**src/rtl/wishbone_master_pkg.sv**
```systemverilog
`default_nettype none
// ============================================================================
//  Module      : wishbone_master_pkg
//  Description : Shared state encoding and default sizing for the Wishbone
//                pipelined-mode initiator and its timeout counter.
//  Revision    : 1.0 - initial release
// ============================================================================
package wishbone_master_pkg;

    // Default bus sizing and timeout budget
    localparam int unsigned c_DEF_ADDR_WIDTH     = 2;
    localparam int unsigned c_DEF_DATA_WIDTH     = 32;
    localparam int unsigned c_DEF_TIMEOUT_CYCLES = 16;

    // Initiator state encoding
    typedef enum logic [1:0] {
        ST_IDLE = 2'd0,
        ST_REQ  = 2'd1,
        ST_WAIT = 2'd2
    } wb_state_e;

endpackage
`default_nettype wire

```
**src/rtl/wb_timeout_counter.sv**
```systemverilog
`default_nettype none
// ============================================================================
//  Module      : wb_timeout_counter
//  Description : Cycle counter guarding one Wishbone bus cycle. Cleared when a
//                command is accepted, counts while enabled, and flags expiry
//                once it has reached TIMEOUT_CYCLES-1.
//  Revision    : 1.0 - initial release
// ============================================================================
module wb_timeout_counter #(
    parameter int unsigned TIMEOUT_CYCLES = 16
) (
    input  logic i_clk,
    input  logic i_reset_n,
    input  logic i_clear,
    input  logic i_enable,
    output logic o_expired
);

    localparam int unsigned        c_CNT_W = $clog2(TIMEOUT_CYCLES);
    localparam logic [c_CNT_W-1:0] c_LAST  = c_CNT_W'(TIMEOUT_CYCLES - 1);

    logic [c_CNT_W-1:0] count_q;
    logic [c_CNT_W-1:0] count_d;

    // Expiry is decoded from the registered count so it is glitch-free
    assign o_expired = (count_q == c_LAST);

    // Next count: clear wins, then saturating increment
    always_comb begin
        count_d = count_q;
        if (i_clear) begin
            count_d = '0;
        end else if (i_enable && !o_expired) begin
            count_d = count_q + 1'b1;
        end
    end

    // Count register
    always_ff @(posedge i_clk or negedge i_reset_n) begin
        if (!i_reset_n) begin
            count_q <= '0;
        end else begin
            count_q <= count_d;
        end
    end

endmodule
`default_nettype wire

```
**src/rtl/wishbone_master.sv**
```systemverilog
`default_nettype none
// ============================================================================
//  Module      : wishbone_master
//  Description : Wishbone B4 pipelined-mode initiator. Turns one command at a
//                time into a single read or write bus cycle, honours STALL,
//                collects ACK/ERR/read data and abandons the cycle after a
//                timeout. Produces exactly one response pulse per command.
//  Revision    : 1.0 - initial release
// ============================================================================
module wishbone_master
    import wishbone_master_pkg::*;
#(
    parameter int unsigned ADDR_WIDTH     = c_DEF_ADDR_WIDTH,
    parameter int unsigned DATA_WIDTH     = c_DEF_DATA_WIDTH,
    parameter int unsigned TIMEOUT_CYCLES = c_DEF_TIMEOUT_CYCLES
) (
    input  logic                  i_clk,
    input  logic                  i_reset_n,
    // command side
    input  logic                  i_cmd_valid,
    output logic                  o_cmd_ready,
    input  logic                  i_cmd_we,
    input  logic [ADDR_WIDTH-1:0] i_cmd_addr,
    input  logic [DATA_WIDTH-1:0] i_cmd_data,
    // response side
    output logic                  o_rsp_valid,
    output logic [DATA_WIDTH-1:0] o_rsp_data,
    output logic                  o_rsp_err,
    output logic                  o_rsp_timeout,
    // wishbone side
    output logic                  o_wb_cyc,
    output logic                  o_wb_stb,
    output logic                  o_wb_we,
    output logic [ADDR_WIDTH-1:0] o_wb_addr,
    output logic [DATA_WIDTH-1:0] o_wb_odata,
    input  logic                  i_wb_ack,
    input  logic                  i_wb_stall,
    input  logic                  i_wb_err,
    input  logic [DATA_WIDTH-1:0] i_wb_idata
);

    wb_state_e             state_q, state_d;
    logic                  cyc_q, cyc_d;
    logic                  stb_q, stb_d;
    logic                  we_q, we_d;
    logic [ADDR_WIDTH-1:0] addr_q, addr_d;
    logic [DATA_WIDTH-1:0] odata_q, odata_d;
    logic                  rsp_valid_q, rsp_valid_d;
    logic [DATA_WIDTH-1:0] rsp_data_q, rsp_data_d;
    logic                  rsp_err_q, rsp_err_d;
    logic                  rsp_timeout_q, rsp_timeout_d;

    logic w_cnt_clear;
    logic w_cnt_enable;
    logic w_expired;
    logic w_done;

    // Any slave termination ends the cycle; ERR is resolved below
    assign w_done = i_wb_ack | i_wb_err;

    wb_timeout_counter #(
        .TIMEOUT_CYCLES (TIMEOUT_CYCLES)
    ) u_timeout (
        .i_clk     (i_clk),
        .i_reset_n (i_reset_n),
        .i_clear   (w_cnt_clear),
        .i_enable  (w_cnt_enable),
        .o_expired (w_expired)
    );

    // Next-state, bus and response decode
    always_comb begin
        state_d       = state_q;
        cyc_d         = cyc_q;
        stb_d         = stb_q;
        we_d          = we_q;
        addr_d        = addr_q;
        odata_d       = odata_q;
        rsp_valid_d   = 1'b0;
        rsp_data_d    = '0;
        rsp_err_d     = 1'b0;
        rsp_timeout_d = 1'b0;
        w_cnt_clear   = 1'b0;
        w_cnt_enable  = 1'b0;

        case (state_q)
            ST_IDLE: begin
                // Slave handshakes here are stale and deliberately ignored
                if (i_cmd_valid) begin
                    we_d        = i_cmd_we;
                    addr_d      = i_cmd_addr;
                    odata_d     = i_cmd_data;
                    cyc_d       = 1'b1;
                    stb_d       = 1'b1;
                    w_cnt_clear = 1'b1;
                    state_d     = ST_REQ;
                end
            end

            ST_REQ, ST_WAIT: begin
                w_cnt_enable = 1'b1;
                if (w_done) begin
                    // A real termination beats a timeout in the expiry cycle
                    cyc_d       = 1'b0;
                    stb_d       = 1'b0;
                    state_d     = ST_IDLE;
                    rsp_valid_d = 1'b1;
                    if (i_wb_err) begin
                        rsp_err_d = 1'b1;
                    end else if (!we_q) begin
                        rsp_data_d = i_wb_idata;
                    end
                end else if (w_expired) begin
                    cyc_d         = 1'b0;
                    stb_d         = 1'b0;
                    state_d       = ST_IDLE;
                    rsp_valid_d   = 1'b1;
                    rsp_timeout_d = 1'b1;
                end else if ((state_q == ST_REQ) && !i_wb_stall) begin
                    // Request taken by the slave; keep CYC, drop STB
                    stb_d   = 1'b0;
                    state_d = ST_WAIT;
                end
            end

            default: begin
                cyc_d   = 1'b0;
                stb_d   = 1'b0;
                state_d = ST_IDLE;
            end
        endcase
    end

    // State, bus and response registers
    always_ff @(posedge i_clk or negedge i_reset_n) begin
        if (!i_reset_n) begin
            state_q       <= ST_IDLE;
            cyc_q         <= 1'b0;
            stb_q         <= 1'b0;
            we_q          <= 1'b0;
            addr_q        <= '0;
            odata_q       <= '0;
            rsp_valid_q   <= 1'b0;
            rsp_data_q    <= '0;
            rsp_err_q     <= 1'b0;
            rsp_timeout_q <= 1'b0;
        end else begin
            state_q       <= state_d;
            cyc_q         <= cyc_d;
            stb_q         <= stb_d;
            we_q          <= we_d;
            addr_q        <= addr_d;
            odata_q       <= odata_d;
            rsp_valid_q   <= rsp_valid_d;
            rsp_data_q    <= rsp_data_d;
            rsp_err_q     <= rsp_err_d;
            rsp_timeout_q <= rsp_timeout_d;
        end
    end

    assign o_cmd_ready   = (state_q == ST_IDLE);
    assign o_rsp_valid   = rsp_valid_q;
    assign o_rsp_data    = rsp_data_q;
    assign o_rsp_err     = rsp_err_q;
    assign o_rsp_timeout = rsp_timeout_q;
    assign o_wb_cyc      = cyc_q;
    assign o_wb_stb      = stb_q;
    assign o_wb_we       = we_q;
    assign o_wb_addr     = addr_q;
    assign o_wb_odata    = odata_q;

endmodule
`default_nettype wire

```
**config.mk**
```make
export PLATFORM = sky130hd
export DESIGN_NAME = wishbone_master
export DESIGN_NICKNAME = d
export VERILOG_FILES = /design/src/rtl/wishbone_master_pkg.sv /design/src/rtl/wb_timeout_counter.sv /design/src/rtl/wishbone_master.sv
export SDC_FILE = /design/constraint.sdc
export NUM_CORES = 1
export LEC_CHECK = 0
export ABC_CLOCK_PERIOD_IN_PS = 4700
export CAP_MARGIN = 30
export CORE_ASPECT_RATIO = 1.25
export CORE_UTILIZATION = 40
export CTS_BUF_LIST = sky130_fd_sc_hd__clkbuf_4 sky130_fd_sc_hd__clkbuf_8 sky130_fd_sc_hd__clkbuf_16
export DETAILED_ROUTE_END_ITERATION = 10
export DONT_BUFFER_PORTS = 1
export PLACE_DENSITY_LB_ADDON = 0.3
export SLEW_MARGIN = 20
export SYNTH_ARGS = -nofsm -noshare
export SYNTH_HDL_FRONTEND = slang
export SYNTH_HIERARCHICAL = 1
export SYNTH_SLANG_ARGS = --single-unit
```
**constraint.sdc**
```tcl
create_clock -name i_clk -period 4.7 [get_ports i_clk]
set_clock_uncertainty 0.05 [all_clocks]
set_input_delay 0.94 -clock i_clk [delete_from_list [all_inputs] [get_ports i_clk]]
set_output_delay 0.94 -clock i_clk [all_outputs]
set_load 0.02 [all_outputs]
```
==> impl_metrics.csv, run 1 <==
group,metric,value,unit
sta,max_slew_margin,56.7,%
pwr,pwr_density_cell,723,mW/mm²
synth,mappedNetlistNets,266,
worst_setup_path,worstSetupPathType,"reg -> out",
sta,worst_slack,2.38,ns
routing,post_drt_wl_per_cell,17.7,µm
floorplanning,start_util,42.2,%
global_route,grt_overflow,0,
layout,nets,271,
worst_setup_path,cp_slowest_cell,"dfrtp_1",
synth,synth.top_cell.area_share,64.2,%
routing,drt_iter0_markers,34,
worst_setup_path,path_cells,"inv_1, ha_1",
synth,synth.area.top_cells,"dfrtp_1 64%, mux2_4 15%, and2_1 7.1%",
floorplanning,boundaryPins,146,
routing,firstDrtPassIters,4,
floorplanning,core,0.00710,mm²
worst_setup_path,path_buf_inv,1,
global_route,grt_max_degree,78,
placed_design,io_buffers,0,
routing,vias_per_cell,4.98,
placed_design,place_ws,2.46,ns
cts,cts_hold_buf,0,
worst_setup_path,path_delay_family,"flip-flops",
sta,finalSetupTns,0,ns
routing,ant_nets,0,
layout,drive_above_1_share,31.2,%
sta,rsz0062_at_grt,"false",
synth,synth_edf_count,0,
sta,finalHoldViolations,0,
layout,final_cells,289,
cts,clk_pin_slew,0.08,ns
synth,synth.cell_area,0.00300,mm²
cts,clock_latency,0.34,ns
layout,antenna_cells,0,
synth,yosysMostFrequentCell,"dfrtp_1",
cts,cts_buffers,9,
global_route,antenna_found_initial,0,
synth,avgSynthCellArea,15.9,µm²
worst_setup_path,cp-start-kind,"flop",
floorplanning,die_w,79.5,µm
cts,cts_max_level,3,
worst_setup_path,crit_fanout,5,
synth,synthCells,189,
global_route,grt_pass1_wl,7700,µm
synth,ys_seq_area_share,64.2,%
routing,finalWirelength,5100,µm
placed_design,dpl.hpwl,3440,µm
floorplanning,die_h,98.8,µm
layout,area_growth,10.6,%
floorplanning,die-area,0.00785,mm²
sta,period_share,49.3,%
placed_design,gp_congestion,0.750,
global_route,grt_use_total,13.6,%
outcome,outcome,"complete, no violations",
synth,yosysWarnings,6,
run,drv_cap,0,
pwr,leakagePower,1.63,nW
cts,cts_buffer_depth,2,
layout,post-route-util,46.7,%
cts,cts_tree,"done",
floorplanning,placementRows,34,
sta,period_minus_slack,2.32,ns
synth,synth_common_cells,"77 x dfrtp_1, 34 x and2_1, 30 x mux2_4, 8 x mux2_2, 4 x ha_1",
pwr,peakVddDrop,276,µV
synth,synthArstFlopShare,100,%
synth,synth_top_area_cell,"dfrtp_1",
cts,clock_sinks,77,
worst_setup_path,cp.depth,2,
layout,fillerInstances,617,
worst_setup_path,r2r_cells,6,
sta,finalSetupViolations,0,
sta,worstMarginPinSlew,0.650,ns
worst_setup_path,required,3.71,ns
global_route,grt_pass1_vias,1464,
worst_setup_path,worstPathArrival,1.33,ns
cts,post_cts_resized,0,
cts,root_buffer,"clkbuf_8",
synth,ys_types,28,
routing,vias,1438,
sta,slew_viol_final,0,
synth,synth_top_flop_cell,"dfrtp_1",
sta,clock.fmax,431,MHz
sta,timing.hold.ws,0.230,ns
worst_hold_path,hp-class,"in -> async",
cts,postCtsSetupRepairBufs,0,
synth,synth-seq-cells,77,
routing,drcViolationCount,0,
worst_setup_path,max_stage_delay,0.48,ns
worst_setup_path,crit_path_end_kind,"primary output",
placed_design,dp_cells,273,
power breakdown:
part,switching [W],leakage [nW],internal (W),total [W]
Clock,0.000234,0.127,0.000375,0.000609
Sequential,0.000393,0.984,0.000871,0.00126
Combinational,0.000189,0.518,0.000334,0.000523
Total,0.000817,1.63,0.00158,0.00240
worst register-to-register path, delay by kind of cell, from the launching register on:
| kind | cells | cell delay [ns] |
|---|---|---|
| fa+ha+maj | 1 | 0.39 |
| buf+inv | 2 | 0.41 |
| simple gates | 2 | 0.51 |
| mux | 1 | 0.26 |
| flops | 1 | 0.48 |
placed cells by master, fill, tap and decap left out, drive strengths merged:
master,Yosys,final
a21oi,4,4
and4bb,1,1
and4b,1,1
and2,34,34
clkinv,0,2
clkbuf,3,11
o21ai,1,1
nand2,2,2
nor2,1,1
a21boi,2,2
nor2b,4,4
bufinv,0,3
nand2b,2,2
ha,4,4
mux2i,1,1
nand4,1,1
and3,1,1
dfrtp,77,77
mux2,38,38
o22a,1,1
or2,1,1
inv,3,3
nor3,3,3
o21ba,1,1
layer usage:
layer	vias up	track usage [%]	share of wire, %
met5	-	0	0
met4	0	10.9	3.0
met3	14	5.83	12
met2	102	19.5	45
met1	684	15.6	40
li1	638	-	-
through the flow:
stage               area [µm²]  power, W
floorplan                 3000   0.00172
global placement          3060   0.00179
detailed placement        3060   0.00181
CTS                       3320   0.00243
global route              3320   0.00252
finish                    3320   0.00240
area by class of cell:
class | count | area, µm² | share of cell area [%]
Clock buffer | 11 | 145 | 4.38
Inverter | 3 | 11.3 | 0.339
Sequential cell | 77 | 1930 | 58.1
Multi-Input combinational cell | 103 | 1010 | 30.6
Clock inverter | 5 | 108 | 3.24
Tap cell | 90 | 113 | 3.39
sequential cells by signal (all words and copies together) (netlist names):
| register | flops |
|---|---|
| o_wb_we | 1 |
| o_rsp_err | 1 |
| o_wb_cyc | 1 |
| o_wb_addr | 2 |
| o_rsp_timeout | 1 |
| o_wb_stb | 1 |
| o_rsp_data | 32 |
| o_wb_odata | 32 |
| o_rsp_valid | 1 |
| state_q | 1 |
| u_timeout/count_q | 4 |
cell families after synthesis:
| kind of cell | Yosys count | synth area share, % |
|---|---|---|
| flip-flops | 77 | 64.2 |
| AND/OR/NAND/NOR | 51 | 11.7 |
| multiplexers | 39 | 18.3 |
| AO/OA/AOI/OAI | 9 | 2.08 |
| buffers and inverters | 9 | 2.00 |
| adder cells (fa/ha/maj) | 4 | 1.67 |
worst paths after layout:
path / from / slack, ns / end
worst max register to register: o_wb_stb$_DFFE_PN0P_ / 2.48 / u_timeout/count_q[0]$_DFFE_PN0P_
worst min register to register: state_q[1]$_DFFE_PN0P_ / 0.52 / state_q[1]$_DFFE_PN0P_
min in group i_clk: state_q[1]$_DFFE_PN0P_ / 0.52 / state_q[1]$_DFFE_PN0P_
worst max-delay path: o_wb_stb$_DFFE_PN0P_ / 2.38 / o_cmd_ready
max in group asynchronous: i_reset_n / 4.26 / o_rsp_data[3]$_DFF_PN0_
worst min-delay path: i_reset_n / 0.23 / o_wb_odata[10]$_DFFE_PN0P_
Power figures use the tool's default switching activity.
==> inputs of run 2 (changes only) <==
- ABC_CLOCK_PERIOD_IN_PS: 4700 -> 2000
- clock period: 4.7 -> 2 ns (I/O delays scaled with it)
==> impl_metrics.csv, run 2 (same netlist as run 1, synthesis figures left out) <==
group,metric,value,unit
layout,nets,278,
worst_setup_path,worstPathArrival,1.90,ns
layout,drive_above_1_share,33.2,%
sta,timing.hold.ws,-0.307,ns
sta,max_slew_margin,69.7,%
layout,antenna_cells,0,
global_route,grt_use_total,14.2,%
worst_setup_path,required,2.22,ns
sta,finalSetupViolations,0,
placed_design,io_buffers,0,
routing,ant_nets,0,
global_route,grt_max_degree,78,
floorplanning,boundaryPins,146,
floorplanning,die_w,79.5,µm
sta,finalSetupTns,0,ns
sta,period_minus_slack,1.68,ns
cts,clock_sinks,77,
worst_setup_path,worstSetupPathType,"reg -> reg",
floorplanning,core,0.00710,mm²
worst_setup_path,cp-start-kind,"flop",
global_route,grt_overflow,0,
worst_hold_path,hp-class,"in -> async",
cts,cts_buffers,9,
worst_setup_path,cp_slowest_cell,"and4bb_2",
sta,clock.fmax,594,MHz
placed_design,gp_congestion,0.803,
sta,period_share,84.2,%
layout,final_common_cell,"dfrtp_1",
cts,clock_latency,0.34,ns
cts,cts_tree,"done",
cts,cts_max_level,3,
global_route,grt_pass1_vias,1529,
outcome,outcome,"complete, but fails checks",
routing,finalWirelength,5350,µm
worst_setup_path,crit_path_end_kind,"flop",
floorplanning,start_util,42.2,%
global_route,grt_pass1_wl,8000,µm
sta,worstMarginPinSlew,0.454,ns
routing,drt_iter0_markers,40,
sta,slew_viol_final,0,
cts,clk_pin_slew,0.08,ns
pwr,peakVddDrop,779,µV
routing,vias,1469,
sta,finalHoldViolations,77,
cts,postCtsSetupRepairBufs,0,
cts,post_cts_resized,0,
global_route,antenna_found_initial,0,
worst_setup_path,crit_fanout,32,
cts,cts_buffer_depth,2,
floorplanning,die-area,0.00785,mm²
floorplanning,placementRows,34,
layout,fillerInstances,634,
routing,drcViolationCount,0,
placed_design,dpl.hpwl,3720,µm
routing,firstDrtPassIters,3,
routing,vias_per_cell,4.98,
pwr,power,0.00566,W
worst_setup_path,max_stage_delay,0.55,ns
pwr,pwr_density_cell,1690,mW/mm²
cts,root_buffer,"clkbuf_8",
layout,area_growth,12.0,%
pwr,leakagePower,1.66,nW
outcome,violations,"negative hold slack",
worst_setup_path,path_cells,"inv_1, ha_1, and4bb_2, and2_1",
layout,mostFrequentLayoutCells,"77 x dfrtp_1, 34 x and2_1, 30 x mux2_4, 9 x clkbuf_8, 8 x mux2_2",
worst_setup_path,path_buf_inv,1,
floorplanning,die_h,98.8,µm
routing,post_drt_wl_per_cell,18.1,µm
sta,rsz0062_at_grt,"false",
worst_setup_path,path_delay_family,"simple AND/OR/NAND/NOR gates",
run,drv_cap,0,
==> run 2: final cells by class <==
cell class              count  area, µm²  share of cell area, %
flip-flops and latches     77       1930                   57.3
multi-input cells         103       1010                   30.2
clock buffers              10        131                   3.91
well taps                  90        113                   3.35
clock inverters             5        100                   2.98
repair buffers              7       65.1                   1.94
inverters                   3       11.3                  0.335
==> run 2: metrics by stage <==
stage	worst slack (ns)	cells	util (%)	instance area [µm²]
after floorplan	0.160	189	-	3000
after global placement	0.348	280	44.0	3130
after detailed placement	0.314	280	44.0	3130
after CTS	0.294	295	47.3	3360
after global routing	0.166	295	47.3	3360
final	0.317	295	47.3	3360
==> run 2: routing by layer <==
metal | routed length, µm | part of all wire [%] | global-route usage (%)
met3 | 700 | 13 | 7.04
met2 | 2590 | 48 | 22.4
met4 | 95 | 1.8 | 7.55
met1 | 1960 | 37 | 15.4
met5 | 0 | 0 | 0
==> run 2: power breakdown <==
| part | internal, W | leakage (nW) | switching, W |
|---|---|---|---|
| Combinational | 0.000868 | 0.556 | 0.000484 |
| Sequential | 0.00205 | 0.984 | 0.000910 |
| Clock | 0.000832 | 0.120 | 0.000521 |
==> run 2: worst paths after layout <==
check	startpoint	to	slack, ns	cells past startpoint
worst max-delay path	o_wb_stb$_DFFE_PN0P_	o_rsp_data[11]$_DFF_PN0_	0.32	4
worst min-delay path	i_reset_n	o_wb_odata[10]$_DFFE_PN0P_	-0.31	0
worst max register to register	o_wb_stb$_DFFE_PN0P_	o_rsp_data[11]$_DFF_PN0_	0.32	4
worst min register to register	state_q[1]$_DFFE_PN0P_	state_q[1]$_DFFE_PN0P_	0.50	1
max in group asynchronous	i_reset_n	o_rsp_data[1]$_DFF_PN0_	2.07	0
min in group i_clk	i_wb_ack	o_rsp_timeout$_DFF_PN0_	0.07	1
